**src/rtl/mixer_pkg.sv**
```systemverilog
// mixer_pkg: shared state encoding and width derivations for the stereo mixer.
package mixer_pkg;
    typedef enum logic [1:0] {IDLE, ACC, SCALE, HOLD} state_t;
    function automatic int clog2(input int v);
        int r = 0;
        while ((1 << r) < v) r++;
        return r;
    endfunction
    function automatic int acc_width(input int nch, input int in_w);
        return clog2(nch * ((1 << in_w) - 1) + 1);
    endfunction
    // vol+1 needs one bit more than vol itself
    function automatic int prod_width(input int acc_w, input int vol_w);
        return acc_w + vol_w + 1;
    endfunction
    localparam int ACC_W = acc_width(4, 4);
    localparam int PROD_W = prod_width(ACC_W, 3);
endpackage

```
**src/rtl/mixer_scale_sat.sv**
```systemverilog
// mixer_scale_sat: multiplies an accumulated sum by (vol+1) at full width and
// saturates the product to the output range.
module mixer_scale_sat
    import mixer_pkg::*;
#(
    parameter int ACC_W = 6,
    parameter int VOL_W = 3,
    parameter int OUT_W = 9
) (
    input  logic [ACC_W-1:0] acc,
    input  logic [VOL_W-1:0] vol,
    output logic [OUT_W-1:0] res
);
    localparam int PW = prod_width(ACC_W, VOL_W);
    localparam int W = PW > OUT_W ? PW : OUT_W;
    logic [W-1:0] prod;
    logic [W-1:0] lim;
    assign prod = W'(acc) * (W'(vol) + W'(1));
    assign lim = W'({OUT_W{1'b1}});
    assign res = prod > lim ? {OUT_W{1'b1}} : prod[OUT_W-1:0];
endmodule

```
**src/rtl/mixer_seq.sv**
```systemverilog
// mixer_seq: time-multiplexed stereo mixer; serially accumulates latched channels,
// scales by master volume and hands the L/R pair downstream over valid/ready.
module mixer_seq
    import mixer_pkg::*;
#(
    parameter int NCH = 4,
    parameter int IN_W = 4,
    parameter int VOL_W = 3,
    parameter int OUT_W = 9
) (
    input  logic                  clk,
    input  logic                  rst_n,
    input  logic                  tick,
    input  logic [NCH*IN_W-1:0]   ch_in,
    input  logic [NCH-1:0]        en_l,
    input  logic [NCH-1:0]        en_r,
    input  logic [VOL_W-1:0]      vol_l,
    input  logic [VOL_W-1:0]      vol_r,
    output logic [OUT_W-1:0]      out_l,
    output logic [OUT_W-1:0]      out_r,
    output logic                  out_valid,
    input  logic                  out_ready,
    output logic                  busy,
    output logic                  overrun,
    input  logic                  clr_overrun
);
    localparam int AW = acc_width(NCH, IN_W);
    localparam int IW = NCH > 1 ? clog2(NCH) : 1;
    state_t state;
    logic [IN_W-1:0] ch_q [NCH];
    logic [NCH-1:0] en_l_q, en_r_q;
    logic [VOL_W-1:0] vol_l_q, vol_r_q;
    logic [AW-1:0] acc_l, acc_r;
    logic [IW-1:0] idx;
    logic [OUT_W-1:0] sat_l, sat_r;
    logic accept, drop;
    // A tick is only taken when the output slot is free or being vacated this cycle
    assign accept = tick & (state == IDLE | (state == HOLD & out_ready));
    assign drop = tick & ~accept;
    assign busy = state != IDLE;
    mixer_scale_sat #(.ACC_W(AW), .VOL_W(VOL_W), .OUT_W(OUT_W)) u_sat_l (
        .acc(acc_l), .vol(vol_l_q), .res(sat_l));
    mixer_scale_sat #(.ACC_W(AW), .VOL_W(VOL_W), .OUT_W(OUT_W)) u_sat_r (
        .acc(acc_r), .vol(vol_r_q), .res(sat_r));
    always_ff @(posedge clk or negedge rst_n) begin
        if (!rst_n) begin
            state <= IDLE;
            out_l <= '0;
            out_r <= '0;
            out_valid <= 1'b0;
            overrun <= 1'b0;
            acc_l <= '0;
            acc_r <= '0;
            idx <= '0;
            en_l_q <= '0;
            en_r_q <= '0;
            vol_l_q <= '0;
            vol_r_q <= '0;
            for (int k = 0; k < NCH; k++) ch_q[k] <= '0;
        end else begin
            overrun <= drop | (overrun & ~clr_overrun);
            if (accept) begin
                for (int k = 0; k < NCH; k++) ch_q[k] <= ch_in[k*IN_W +: IN_W];
                en_l_q <= en_l;
                en_r_q <= en_r;
                vol_l_q <= vol_l;
                vol_r_q <= vol_r;
                acc_l <= '0;
                acc_r <= '0;
                idx <= '0;
                out_valid <= 1'b0;
                state <= ACC;
            end else begin
                case (state)
                    ACC: begin
                        acc_l <= acc_l + (en_l_q[idx] ? AW'(ch_q[idx]) : '0);
                        acc_r <= acc_r + (en_r_q[idx] ? AW'(ch_q[idx]) : '0);
                        idx <= idx + IW'(1);
                        if (idx == IW'(NCH - 1)) state <= SCALE;
                    end
                    SCALE: begin
                        out_l <= sat_l;
                        out_r <= sat_r;
                        out_valid <= 1'b1;
                        state <= HOLD;
                    end
                    HOLD: if (out_ready) begin
                        out_valid <= 1'b0;
                        state <= IDLE;
                    end
                    default: ;
                endcase
            end
        end
    end
endmodule

```
**config.mk**
```make
export PLATFORM = sky130hd
export DESIGN_NAME = mixer_seq
export DESIGN_NICKNAME = d
export VERILOG_FILES = /design/src/rtl/mixer_pkg.sv /design/src/rtl/mixer_scale_sat.sv /design/src/rtl/mixer_seq.sv
export SDC_FILE = /design/constraint.sdc
export NUM_CORES = 1
export LEC_CHECK = 0
export CORE_ASPECT_RATIO = 0.5
export CORE_MARGIN = 2
export CORE_UTILIZATION = 50
export DETAILED_ROUTE_END_ITERATION = 8
export GPL_ROUTABILITY_DRIVEN = 0
export MAX_ROUTING_LAYER = met4
export PLACE_DENSITY = 0.8
export SYNTH_ARGS = -nofsm -noshare
export SYNTH_HDL_FRONTEND = slang
export SYNTH_HIERARCHICAL = 1
export SYNTH_SLANG_ARGS = --single-unit
```
**constraint.sdc**
```tcl
create_clock -name clk -period 6.03 [get_ports clk]
set_input_delay 1.206 -clock clk [delete_from_list [all_inputs] [get_ports clk]]
set_output_delay 1.206 -clock clk [all_outputs]
set_load 0.02 [all_outputs]
```
==> results of run 1 <==
[power breakdown]
group          total [mW]  internal [mW]  switching, mW  leakage (nW)
logic                1.45          0.689          0.757          1.86
clock network       0.485          0.289          0.196         0.134
registers           0.797          0.631          0.166         0.841
total                2.73           1.61           1.12          2.84
[cell families after synthesis]
logic type / after synthesis / synth area share
mux: 31 / 0.0857
compound gates: 82 / 0.121
fa+ha+maj: 63 / 0.194
buf+inv: 40 / 0.0392
xor+xnor: 11 / 0.0202
flops: 66 / 0.347
simple gates: 192 / 0.193
[area by class of cell]
cell class / instances / share of cell area
clock buffer: 10 / 0.0422
clock inverter: 6 / 0.00752
inverter: 24 / 0.0159
multi-input combinational: 379 / 0.517
sequential: 66 / 0.292
tap: 121 / 0.0268
timing repair buffer: 57 / 0.0991
[state kept, by name, indices dropped and copies added (netlist names), 2 cells and up]
| name | cells |
|---|---|
| state | 2 |
| en_l_q | 4 |
| out_l | 9 |
| en_r_q | 4 |
| idx | 2 |
| acc_r | 6 |
| vol_l_q | 3 |
| ch_q | 16 |
| out_r | 9 |
| vol_r_q | 3 |
| acc_l | 6 |
[metrics by stage]
step	instances	total power [mW]	cell area, sq um	utilization	hold slack [ns]
2_1_floorplan	485	1.88	4760	-	0.440
3_3_place_gp	647	2.19	5380	0.575	0.453
3_5_place_dp	647	2.25	5380	0.575	0.461
4_1_cts	663	2.76	5660	0.605	0.475
5_1_grt	663	2.99	5660	0.605	0.506
6_report	663	2.73	5660	0.605	0.472
[how the worst max path moves through the flow]
stage,to,slack (ns),cells after the start,from
global placement,out_r[8]$_DFFE_PN0P_,2.20,12,vol_r_q[0]$_DFFE_PN0N_
detailed placement,out_r[8]$_DFFE_PN0P_,2.05,12,vol_r_q[0]$_DFFE_PN0N_
floorplan,out_r[8]$_DFFE_PN0P_,2.37,12,vol_r_q[0]$_DFFE_PN0N_
finish,out_r[8]$_DFFE_PN0P_,2.03,12,vol_r_q[0]$_DFFE_PN0N_
CTS,out_r[8]$_DFFE_PN0P_,2.04,12,vol_r_q[0]$_DFFE_PN0N_
global route,out_r[8]$_DFFE_PN0P_,1.77,12,vol_r_q[0]$_DFFE_PN0N_
[worst register-to-register path, stage by stage (launching register included)]
cell and delay, ns:
dfrtp_1 0.48, ha_1 0.25, xor2_1 0.33, nand2_1 0.14, fa_1 0.53, inv_1 0.06
fa_1 0.52, fa_1 0.49, a211oi_1 0.36, nor4b_1 0.10, nor4_1 0.26, o21ai_1 0.09
mux2_2 0.28
[metal layers]
metal | track usage | routed length, um | vias up
li1 | - | - | 1767
met1 | 0.275 | 4590 | 1633
met2 | 0.324 | 4180 | 66
met3 | 0.0453 | 359 | 6
met4 | 0.0533 | 57 | 0
met5 | - | 0 | -
[placed cells by master (no fill, tap or decap), drive strengths merged, types with 6 or more instances in the layout]
cell type	n
a211oi	10
a21o	10
a21oi	12
and2	38
clkbuf	10
clkdlybuf4s50	54
dfrtp	66
fa	18
ha	45
inv	24
mux2	18
mux2i	7
mux4	6
nand2	105
nand2b	8
nor2	15
nor2b	10
o21ai	26
o21bai	7
xnor2	7
==> metrics, run 1 <==
clk_skew=0.00814 ns; via count=3472; Setup violations, final=0; Starting Density=0.509; Pins Over Slew Limit=0; DRC viols=0; crit share post-route=0.663; hold depth=2; reg-to-reg slack, setup=2.03 ns; H-tree lvl count=3; Setup Crit Path Kind=register to register; CP max stage cell=fa_1; # rows=25; FF+latch area=1650 sq um; largest net degree at the start of global routing=67; P_leak=2.84 nW; crit-path most repeated cell=fa_1; Buffers & Inverters on Critical Path=1; Final ANT Viol Nets=0; largest cells by area after synthesis=dfrtp_1 (35%), ha_1 (12%), nand2_1 (8.3%), fa_1 (7.6%), and2_1 (5.0%); fmax=250 MHz; Synth top area share=0.347; first drt pass iteration count=4; crit path DAT=4.21 ns; full die area=10400 sq um; share of layout cells above drive strength 1=0.105; Reg clk slew, reported paths=0.06 ns; num ports=56; crit-path cells=ha_1, xor2_1, nand2_1, fa_1, inv_1, fa_1, fa_1, a211oi_1, nor4b_1, nor4_1, o21ai_1, mux2_2; CP max FO=9; Unique masters post-synth=50; Post-Syn Nets=583; clk sink count=66; Mean Syn Cell Area=9.81 sq um; total CTS buffers=9; yosys warns=6; gr ovfl total=0; asr flop ratio synth=1.00; peak supply drop=201 uV; r2r startpoint=vol_r_q[0]$_DFFE_PN0N_; n_diodes=0; wire per inst=13.9 um; register area share after synthesis=0.347; fillers=782; Crit. End Element=register; hold buffers post-CTS=0; worst skew pair latency=0.33 ns; r2r endpoint=out_r[8]$_DFFE_PN0P_; min Tclk post-route=4.00 ns; Synth area leader=dfrtp_1; Worst Hold End=en_r_q[3]$_DFFE_PN0N_; Mapped Cells=485; pre-CTS setup slack=2.05 ns; Post-synth EDFFs=0; initial antenna violation count=0; worst-case clock buffer depth=2; CP max stage delay=0.53 ns; RSZ-0062 raised after global routing=false; FF+latch count, synth=66; setup TNS=0 ns; hold crit path type=register to register; Post-DP HPWL=6630 um; vias in the first global route=3487; largest delay contributor family on the critical path=adder cells; final setup margin=2.03 ns; cts repair resizes=0; Root Buffer=clkbuf_16; CTS tree=done; Tot GR Track Use=0.206; setup bufs post-CTS=0; total wire length=9190 um; Worst Reg-to-Reg Cells=12; min-delay src=en_r_q[3]$_DFFE_PN0N_; CP Data Required Time=6.24 ns; Max-slew headroom=0.213; first-pass GRT wire length=16200 um; Synth Flop Type=dfrtp_1; Die Wd=142 um; max cap viols=0; actual slew at the worst max-slew pin=1.18 ns; P&R area growth vs syn=18.9%; IO Port Bufs=55; top-count cell post-synth=nand2_1; Core Area=9350 sq um; PD cells=482 nW/um^2; Worst setup SP type=register; area of the multi-input gates=2920 sq um; Die H=73.0 um; First DRT Iteration DRCs=173; Post-Syn Area=4760 sq um; Post-layout nets=635; status=finished, final reports clean; Via density=5.24; Final Hold Viols=0; commonest cells in the netlist=nand2_1 (105), dfrtp_1 (66), ha_1 (45), and2_1 (38), inv_1 (24)
(Power assumes the default switching activity.)
==> run 2: changes to the inputs <==
PLACE_DENSITY = 0.82   (was 0.8)
clock period = 3.2 ns   (was 6.03 ns; I/O delays follow)
==> run 2 against run 1 <==
Net effect: the flow now finishes with violations (setup timing); sequential cell count did not move; clock power rose by 100%; first-iteration DRC count fell by 2.9%; total power rose by 120%; final cell count rose by 6.5%; final area rose by 12%; clock-buffer cell count fell by 1; sequential power rose by 84%; non-clock buffer count rose by 42; sequential share of layout area fell by 3.1 points; routed wire length rose by 16%; critical endpoint is now out_l[6]$_DFFE_PN0P_.
==> metrics, run 2 (same netlist as run 1, synthesis figures left out) <==
PD cells=967 nW/um^2 (+100%); min Tclk post-route=3.48 ns (-0.511 ns); actual slew at the worst max-slew pin=0.698 ns (-0.483 ns); crit share post-route=1.09 (+0.426); fmax=287 MHz (+15%); CP Data Required Time=3.42 ns (-2.82 ns); Max-slew headroom=0.530 (+0.317); Root Buffer=clkbuf_16; biggest regs=ch_q: 16 flops, out_l: 9 flops, out_r: 9 flops; Post-layout nets=679 (+6.9%); Die H=73.0 um (unchanged); vias in the first global route=3809 (+9.2%); Setup Crit Path Kind=register to register; via count=3779 (+8.8%); status=finished, violations left; final setup margin=-0.284 ns (-2.32 ns); first-pass GRT wire length=18000 um (+11%); Final ANT Viol Nets=0 (unchanged); initial antenna violation count=0 (unchanged); hold crit path type=primary input to async pin; DRC viols=0 (unchanged); Final Hold Viols=0 (unchanged); Reg clk slew, reported paths=0.06 ns (about the same); most frequent cells in the layout=nand2_1 (103), dfrtp_1 (64), clkdlybuf4s50_1 (54); worst-case clock buffer depth=2 (unchanged); max cap viols=0 (unchanged); IO Port Bufs=55 (unchanged); clk_skew=0.0102 ns (+0.00202 ns); pre-CTS setup slack=-0.319 ns (-2.37 ns); violated checks=setup timing; fillers=694 (-11%); First DRT Iteration DRCs=168 (-2.9%); Pins Over Slew Limit=0 (unchanged); Post-DP HPWL=7330 um (+11%); Starting Density=0.509 (unchanged); num ports=56 (unchanged); Tot GR Track Use=0.231 (+0.0250); Min Hold Slack=0.296 ns (-0.176 ns); Via density=5.35 (+2.2%); gr ovfl total=0 (unchanged); first drt pass iteration count=4 (unchanged); Core Area=9350 sq um (unchanged); peak supply drop=429 uV (+110%); total wire length=10700 um (+16%); Layout Utilization=0.677 (+0.0718); commonest non-fill, non-tap cell in the layout=nand2_1; wire per inst=15.1 um (+9.1%); full die area=10400 sq um (unchanged); n_diodes=0 (unchanged); largest net degree at the start of global routing=67 (unchanged); CTS tree=done; share of layout cells above drive strength 1=0.236 (+0.131); hold buffers post-CTS=0 (unchanged); P&R area growth vs syn=33.0%; RSZ-0062 raised after global routing=true; crit path DAT=3.70 ns (-0.51 ns); max reg flops=16 (unchanged); Die Wd=142 um (unchanged); Biggest register=ch_q; worst skew pair latency=0.34 ns (about the same); Crit. End Element=register; total CTS buffers=9 (unchanged); Worst setup SP type=register; clk sink count=66 (unchanged); H-tree lvl count=3 (unchanged); CP max FO=5 (-4); Setup violations, final=18 (+18); P_leak=3.10 nW (+9.3%); # rows=25 (unchanged)
-- run 2: cell count changes in the layout (fill, tap and decap cells not counted), moves of 4 or more --
cell / previous run / this run
fa_1: 18 / 14
ha_4: 0 / 8
inv_2: 0 / 6
buf_4: 2 / 41
inv_1: 24 / 18
and2_4: 0 / 5
and2_1: 38 / 33
mux2_4: 0 / 15
ha_1: 45 / 37
mux2_2: 18 / 3
fa_2: 0 / 4
-- run 2: final cells by class --
class | instances | area [sq um] | area share
inverter | 24 | 90.1 | 0.0142
clock buffer | 9 | 225 | 0.0356
clock inverter | 6 | 68.8 | 0.0109
sequential | 66 | 1650 | 0.261
timing repair buffer | 99 | 896 | 0.142
multi-input combinational | 381 | 3240 | 0.513
tap | 121 | 151 | 0.0239
-- run 2: worst paths after layout --
kind / start / endpoint / slack (ns) / cells past startpoint
max in group asynchronous: rst_n / vol_l_q[0]$_DFFE_PN0N_ / 2.58 / 2
min in group clk: en_r_q[2]$_DFFE_PN0N_ / en_r_q[2]$_DFFE_PN0N_ / 0.47 / 2
worst min register to register: en_r_q[2]$_DFFE_PN0N_ / en_r_q[2]$_DFFE_PN0N_ / 0.47 / 2
worst max-delay path: vol_l_q[0]$_DFFE_PN0N_ / out_l[6]$_DFFE_PN0P_ / -0.28 / 14
worst max register to register: vol_l_q[0]$_DFFE_PN0N_ / out_l[6]$_DFFE_PN0P_ / -0.28 / 14
worst min-delay path: rst_n / overrun$_DFF_PN0_ / 0.30 / 2
-- run 2: metrics by stage --
| step | total power, mW | TNS [ns] | cells | cell area, sq um |
|---|---|---|---|---|
| 5_1_grt | 6.60 | -5.98 | 706 | 6330 |
| 3_5_place_dp | 4.87 | -4.61 | 683 | 5840 |
| 4_1_cts | 6.07 | -4.29 | 705 | 6290 |
| 2_1_floorplan | 3.86 | -2.84 | 485 | 4940 |
| 6_report | 6.12 | -4.27 | 706 | 6330 |
| 3_3_place_gp | 4.73 | -3.08 | 683 | 5840 |
-- run 2: timing repair --
action                     4_1_cts  5_1_grt
gates cloned                     3        1
buffers inserted                 4        0
gates resized for setup         19       10
setup endpoints to repair       18       18
pin swaps                       23       15
-- run 2: layer usage --
| metal | wire [um] | vias to the layer above | share of wire | GRT usage |
|---|---|---|---|---|
| met5 | 0 | - | 0 | - |
| met4 | 157 | 0 | 0.015 | 0.0622 |
| met3 | 472 | 21 | 0.044 | 0.0492 |
| met2 | 5030 | 107 | 0.47 | 0.376 |
| met1 | 5010 | 1803 | 0.47 | 0.299 |
| li1 | - | 1848 | - | - |
-- run 2: critical path, stage by stage, from the launching register on --
cell	delay [ns]
dfrtp_2	0.42
buf_4	0.14
and3_4	0.15
and2_4	0.16
fa_1	0.54
inv_1	0.05
fa_1	0.50
inv_2	0.05
ha_4	0.27
o211ai_1	0.11
o21ai_2	0.23
and4_4	0.26
buf_6	0.12
o22ai_1	0.10
mux2_4	0.26
-- run 2: power by group --
group          switching (mW)  internal [mW]
clock network           0.384          0.601
registers               0.278           1.19
logic                    1.78           1.89
==> patch 1: new RTL, config.mk and constraints of run 1 <==
Register the output `overrun` once more, without a reset; this adds one clock of latency there. The other outputs are not delayed to match.
--- a/src/rtl/mixer_seq.sv
+++ b/src/rtl/mixer_seq.sv
@@ -27,4 +27,6 @@
     localparam int AW = acc_width(NCH, IN_W);
     localparam int IW = NCH > 1 ? clog2(NCH) : 1;
+
+    logic overrun_s0;
     state_t state;
     logic [IN_W-1:0] ch_q [NCH];
@@ -49,5 +51,5 @@
             out_r <= '0;
             out_valid <= 1'b0;
-            overrun <= 1'b0;
+            overrun_s0 <= 1'b0;
             acc_l <= '0;
             acc_r <= '0;
@@ -59,5 +61,5 @@
             for (int k = 0; k < NCH; k++) ch_q[k] <= '0;
         end else begin
-            overrun <= drop | (overrun & ~clr_overrun);
+            overrun_s0 <= drop | (overrun_s0 & ~clr_overrun);
             if (accept) begin
                 for (int k = 0; k < NCH; k++) ch_q[k] <= ch_in[k*IN_W +: IN_W];
@@ -94,4 +96,8 @@
         end
     end
+    always_ff @(posedge clk) begin
+        overrun <= overrun_s0;
+    end
+
 endmodule
 
Formal check against the unedited RTL: not equivalent (Yosys sat finds a counterexample within 4 cycles, from zero or initial values and one cycle with rst_n low).
==> patch 1 against run 1 <==
- cell area is 1.7% higher
- routed wire length is 4.2% higher
- count of clock-buffer cells in the layout is 1 higher
- setup slack worse by 25 ps
- synthesized area is 0.42% higher
- sequential share of layout area is 0.15 points lower
- clock skew is 1.3 ps higher
- fmax is 0.62% lower
- sequential cell count is 1 higher
- first-iteration DRC count is 13% lower
- power is 6.5% higher
- die area is 0.40% higher
==> patch 1: results (changes against run 1) <==
[grt]
met2_usage_pct = 32.4  ; about the same
gr-usage-met1_pct = 28.0  ; +0.50 points
grt_usage_pct = 21.3  ; +0.68 points
use_met3_pct = 5.38  ; +0.85 points
grt_pass1_wl_um = 16600  ; +2.1%
grt_pass1_vias = 3438  ; -1.4%

[clocking]
clock_latency_ps = 340
clock_sinks = 67  ; +1.5%

[placed_design]
placedInstanceArea_mm2 = 0.00540  ; +0.37%
post-place-cells = 648  ; +0.15%
hpwlAfterDp_um = 6890  ; +3.9%
pre_cts_ws_ps = 2050  ; +1.02 ps

[pwr]
leakage_nw = 2.89  ; +1.8%
irDropWorstVdd_uv = 201  ; +0.16%

[critical_path]
worstPathMaxFanout = 9  ; unchanged
path_delay_family = adder cells
cp.arrival_ps = 4240  ; +30 ps

[route]
wl_met2_um = 4310  ; +3.2%
met1_length_um = 4770  ; +3.9%
first_iter_violations = 151  ; -13%
routed_via_density = 5.28  ; +0.83%
wl_per_cell_um = 14.4  ; +4.0%
dr_wl_met3_um = 379  ; +5.6%

[synthesis]
synthAdderAreaFrac_pct = 19.3  ; -0.081 points
avgSynthCellArea_um2 = 9.83  ; +0.21%
synth_xor_area_share_pct = 2.02  ; -0.0085 points
async_flop_share_pct = 98.5  ; -1.5 points
synth_area_leaders = dfrtp_1 35%, ha_1 12%, nand2_1 8.2%, fa_1 7.5%, and2_1 5.0%
ys_seq_area_share_pct = 35.0  ; +0.27 points
synth_compound_area_share_pct = 12.0  ; -0.051 points
netlist-cell-type-count = 51  ; +2.0%
synth_mux_area_share_pct = 8.54  ; -0.036 points
syn_nets = 584  ; +0.17%

[timing]
holdWs_ps = 375  ; -97.0 ps
skew_ps = 9.43  ; +1.29 ps
slew_headroom_pct = 22.9  ; +1.7 points

[layout]
clock_area_share_pct = 6.26  ; +1.3 points
fin_cells = 664  ; +0.15%
nFillCells = 767  ; -1.9%
drive_gt1_share_pct = 10.5  ; -0.019 points
clkbuf_count = 11  ; +1
fin_nets = 636  ; +0.16%
design_area_mm2 = 0.00576  ; +1.7%

[outcome]
status = completed

[hold_path]
holdPathStages = 0  ; -2
hold_start = overrun_s0$_DFF_PN0_
min_to = overrun$_DFF_P_

[patch 1: how the worst max path moves through the flow]
stage / cells after the start / to / startpoint / slack, ps
finish: 12 / out_r[8]$_DFFE_PN0P_ / vol_r_q[0]$_DFFE_PN0N_ / 2010
global route: 12 / out_r[8]$_DFFE_PN0P_ / vol_r_q[0]$_DFFE_PN0N_ / 1720
CTS: 12 / out_r[8]$_DFFE_PN0P_ / vol_r_q[0]$_DFFE_PN0N_ / 2040
detailed placement: 12 / out_r[8]$_DFFE_PN0P_ / vol_r_q[0]$_DFFE_PN0N_ / 2050
global placement: 12 / out_r[8]$_DFFE_PN0P_ / vol_r_q[0]$_DFFE_PN0N_ / 2210
floorplan: 12 / out_r[8]$_DFFE_PN0P_ / vol_r_q[0]$_DFFE_PN0N_ / 2370
[patch 1: report_power, final]
group,switching [mW],internal (mW)
Clock,0.203,0.429
Sequential,0.170,0.640
Combinational,0.773,0.690
==> patch 2: new RTL, settings of run 1 <==
Without the edit above. `VOL_W` is set to 3 in 2 places; all go to 4.
--- a/src/rtl/mixer_scale_sat.sv
+++ b/src/rtl/mixer_scale_sat.sv
@@ -5,5 +5,5 @@
 #(
     parameter int ACC_W = 6,
-    parameter int VOL_W = 3,
+    parameter int VOL_W = 4,
     parameter int OUT_W = 9
 ) (
--- a/src/rtl/mixer_seq.sv
+++ b/src/rtl/mixer_seq.sv
@@ -6,5 +6,5 @@
     parameter int NCH = 4,
     parameter int IN_W = 4,
-    parameter int VOL_W = 3,
+    parameter int VOL_W = 4,
     parameter int OUT_W = 9
 ) (
Ports: changed (resized vol_l and vol_r); port bits go from 56 to 58. No check against the original RTL was run, so the function may have changed too.
==> patch 2 against run 1 <==
- critical path depth up 3
- synthesized area up 11%
- fmax down 19%
- setup slack worse by 960 ps
- combinational power up 19%
- hold slack better by 3.4 ps
- power up 15%
- sequential cell count up 2
- sequential power up 5.8%
- routed wire length up 12%
- via count up 12%
- cell area up 11%
- largest power group unchanged
- highest routed layer unchanged
==> patch 2: results (changes against run 1) <==
[clocking]
clk_pin_slew_ps = 60  ; about the same
ctsResizeCount = 0  ; unchanged
clock_latency_ps = 330  ; about the same
cts_setup_buffers = 0  ; unchanged
clockBufferDepth = 2  ; unchanged

[layout]
drive_gt1_share_pct = 8.67  ; -1.8 points
layout_top_registers = ch_q (16), out_l (9), out_r (9)
fin_nets = 724  ; +14%
diodes = 0  ; unchanged

[grt]
grt_usage_pct = 20.0  ; -0.63 points
grt_max_degree = 69  ; +3.0%
grt_pass1_vias = 3873  ; +11%
grt_pass1_wl_um = 17900  ; +10%

[critical_path]
rr_startpoint = vol_r_q[0]$_DFFE_PN0N_
ff2ff_setup_slack_ps = 1070  ; -960 ps
r2r-end = out_r[5]$_DFFE_PN0P_
r2r_cells = 15  ; +3
worstPathMaxFanout = 9  ; unchanged

[synthesis]
synth_area_leaders = dfrtp_1 32%, ha_1 13%, fa_1 9.9%, nand2_1 9.7%, mux2_2 4.3%
syn_nets = 669  ; +15%
ys_top_cells_by_count = 136 x nand2_1, 68 x dfrtp_1, 55 x ha_1
ys_seq_area_share_pct = 32.2  ; -2.5 points
netlist-cell-type-count = 39  ; -22%

[route]
vias = 3883  ; +12%
met1_length_um = 5080  ; +11%
wl_met2_um = 4690  ; +12%
wl_per_cell_um = 13.6  ; -1.5%
drt_pre_antenna_iters = 4  ; unchanged
dr_wl_met3_um = 414  ; +15%
first_iter_violations = 134  ; -23%
top_layer = met4

[pwr]
leakage_nw = 3.19  ; +12%
irDropWorstVdd_uv = 239  ; +19%
power.switching_mw = 1.31  ; +17%

[placed_design]
io_buffers = 57  ; +3.6%
hpwlAfterDp_um = 7820  ; +18%
placedInstanceArea_mm2 = 0.00596  ; +11%

[timing]
worstMarginPinSlew_ps = 1000  ; -180 ps
skew_ps = 7.25  ; -0.884 ps

[outcome]
status = completed

patch 2: cell types whose count changed after synthesis, sizes merged, moves of 8 or more:
| cell | run 1 | this run |
|---|---|---|
| a21oi | 12 | 20 |
| o21ai | 26 | 15 |
| ha | 45 | 55 |
| fa | 18 | 26 |
| inv | 24 | 36 |
| nand2b | 8 | 16 |
| nand2 | 105 | 136 |
patch 2: area by class of cell:
cell class / count / area [um2]
sequential: 68 / 1700
timing repair buffer: 59 / 581
clock buffer: 9 / 225
tap: 140 / 175
clock inverter: 7 / 98.8
inverter: 36 / 135
multi-input combinational: 432 / 3370
fill: 854 / 3960
patch 2: how the worst min path moves through the flow:
stage	from	endpoint	slack (ps)
global route	ch_q[13]$_DFFE_PN0N_	ch_q[13]$_DFFE_PN0N_	500
finish	ch_q[2]$_DFFE_PN0N_	ch_q[2]$_DFFE_PN0N_	480
CTS	ch_q[2]$_DFFE_PN0N_	ch_q[2]$_DFFE_PN0N_	480
floorplan	ch_q[4]$_DFFE_PN0N_	ch_q[4]$_DFFE_PN0N_	440
detailed placement	en_r_q[2]$_DFFE_PN0N_	en_r_q[2]$_DFFE_PN0N_	460
global placement	ch_q[11]$_DFFE_PN0N_	ch_q[11]$_DFFE_PN0N_	450
patch 2: layer usage:
metal  up-vias  GRT usage (%)
met1      1852           27.1
met5         -              -
met2        71           31.2
li1       1956              -
met4         0           4.10
met3         4           4.23
patch 2: stage by stage:
stage	worst slack, ps	hold WS, ps	std cells	utilization, %
after floorplan	1540	440	551	-
after global placement	1260	453	735	58.2
after detailed placement	1100	457	735	58.2
after CTS	1090	476	751	61.4
after global routing	716	497	751	61.4
final	1070	475	751	61.4
patch 2: cells by family after synthesis:
group | share of synthesized area [%]
AOI/OAI and AO/OA | 9.46
xor gates and xnor gates | 2.49
buffers and inverters | 4.03
DFF | 32.2
adders and majority gates | 22.9
and+or+nand+nor | 20.4
muxes | 8.53
patch 2: power groups by stage:
stage          clock network [mW]  registers (mW)  logic, mW
6_report                    0.567           0.843       1.72
5_1_grt                     0.602           0.875       1.96
4_1_cts                     0.581           0.845       1.74
3_5_place_dp                    0           0.852       1.73
3_3_place_gp                    0           0.841       1.65
2_1_floorplan                   0           0.844       1.27
patch 2: critical path: stages (launching register included):
cell and delay, ps:
dfrtp_1 460, ha_1 260, xor2_1 330, and2_1 200, fa_1 440, fa_1 540, inv_1 50, fa_1 520
inv_1 40, ha_1 330, o211ai_1 300, o211ai_1 130, a221o_1 370, nor4_4 440, o21ai_1 140, mux2_2 280
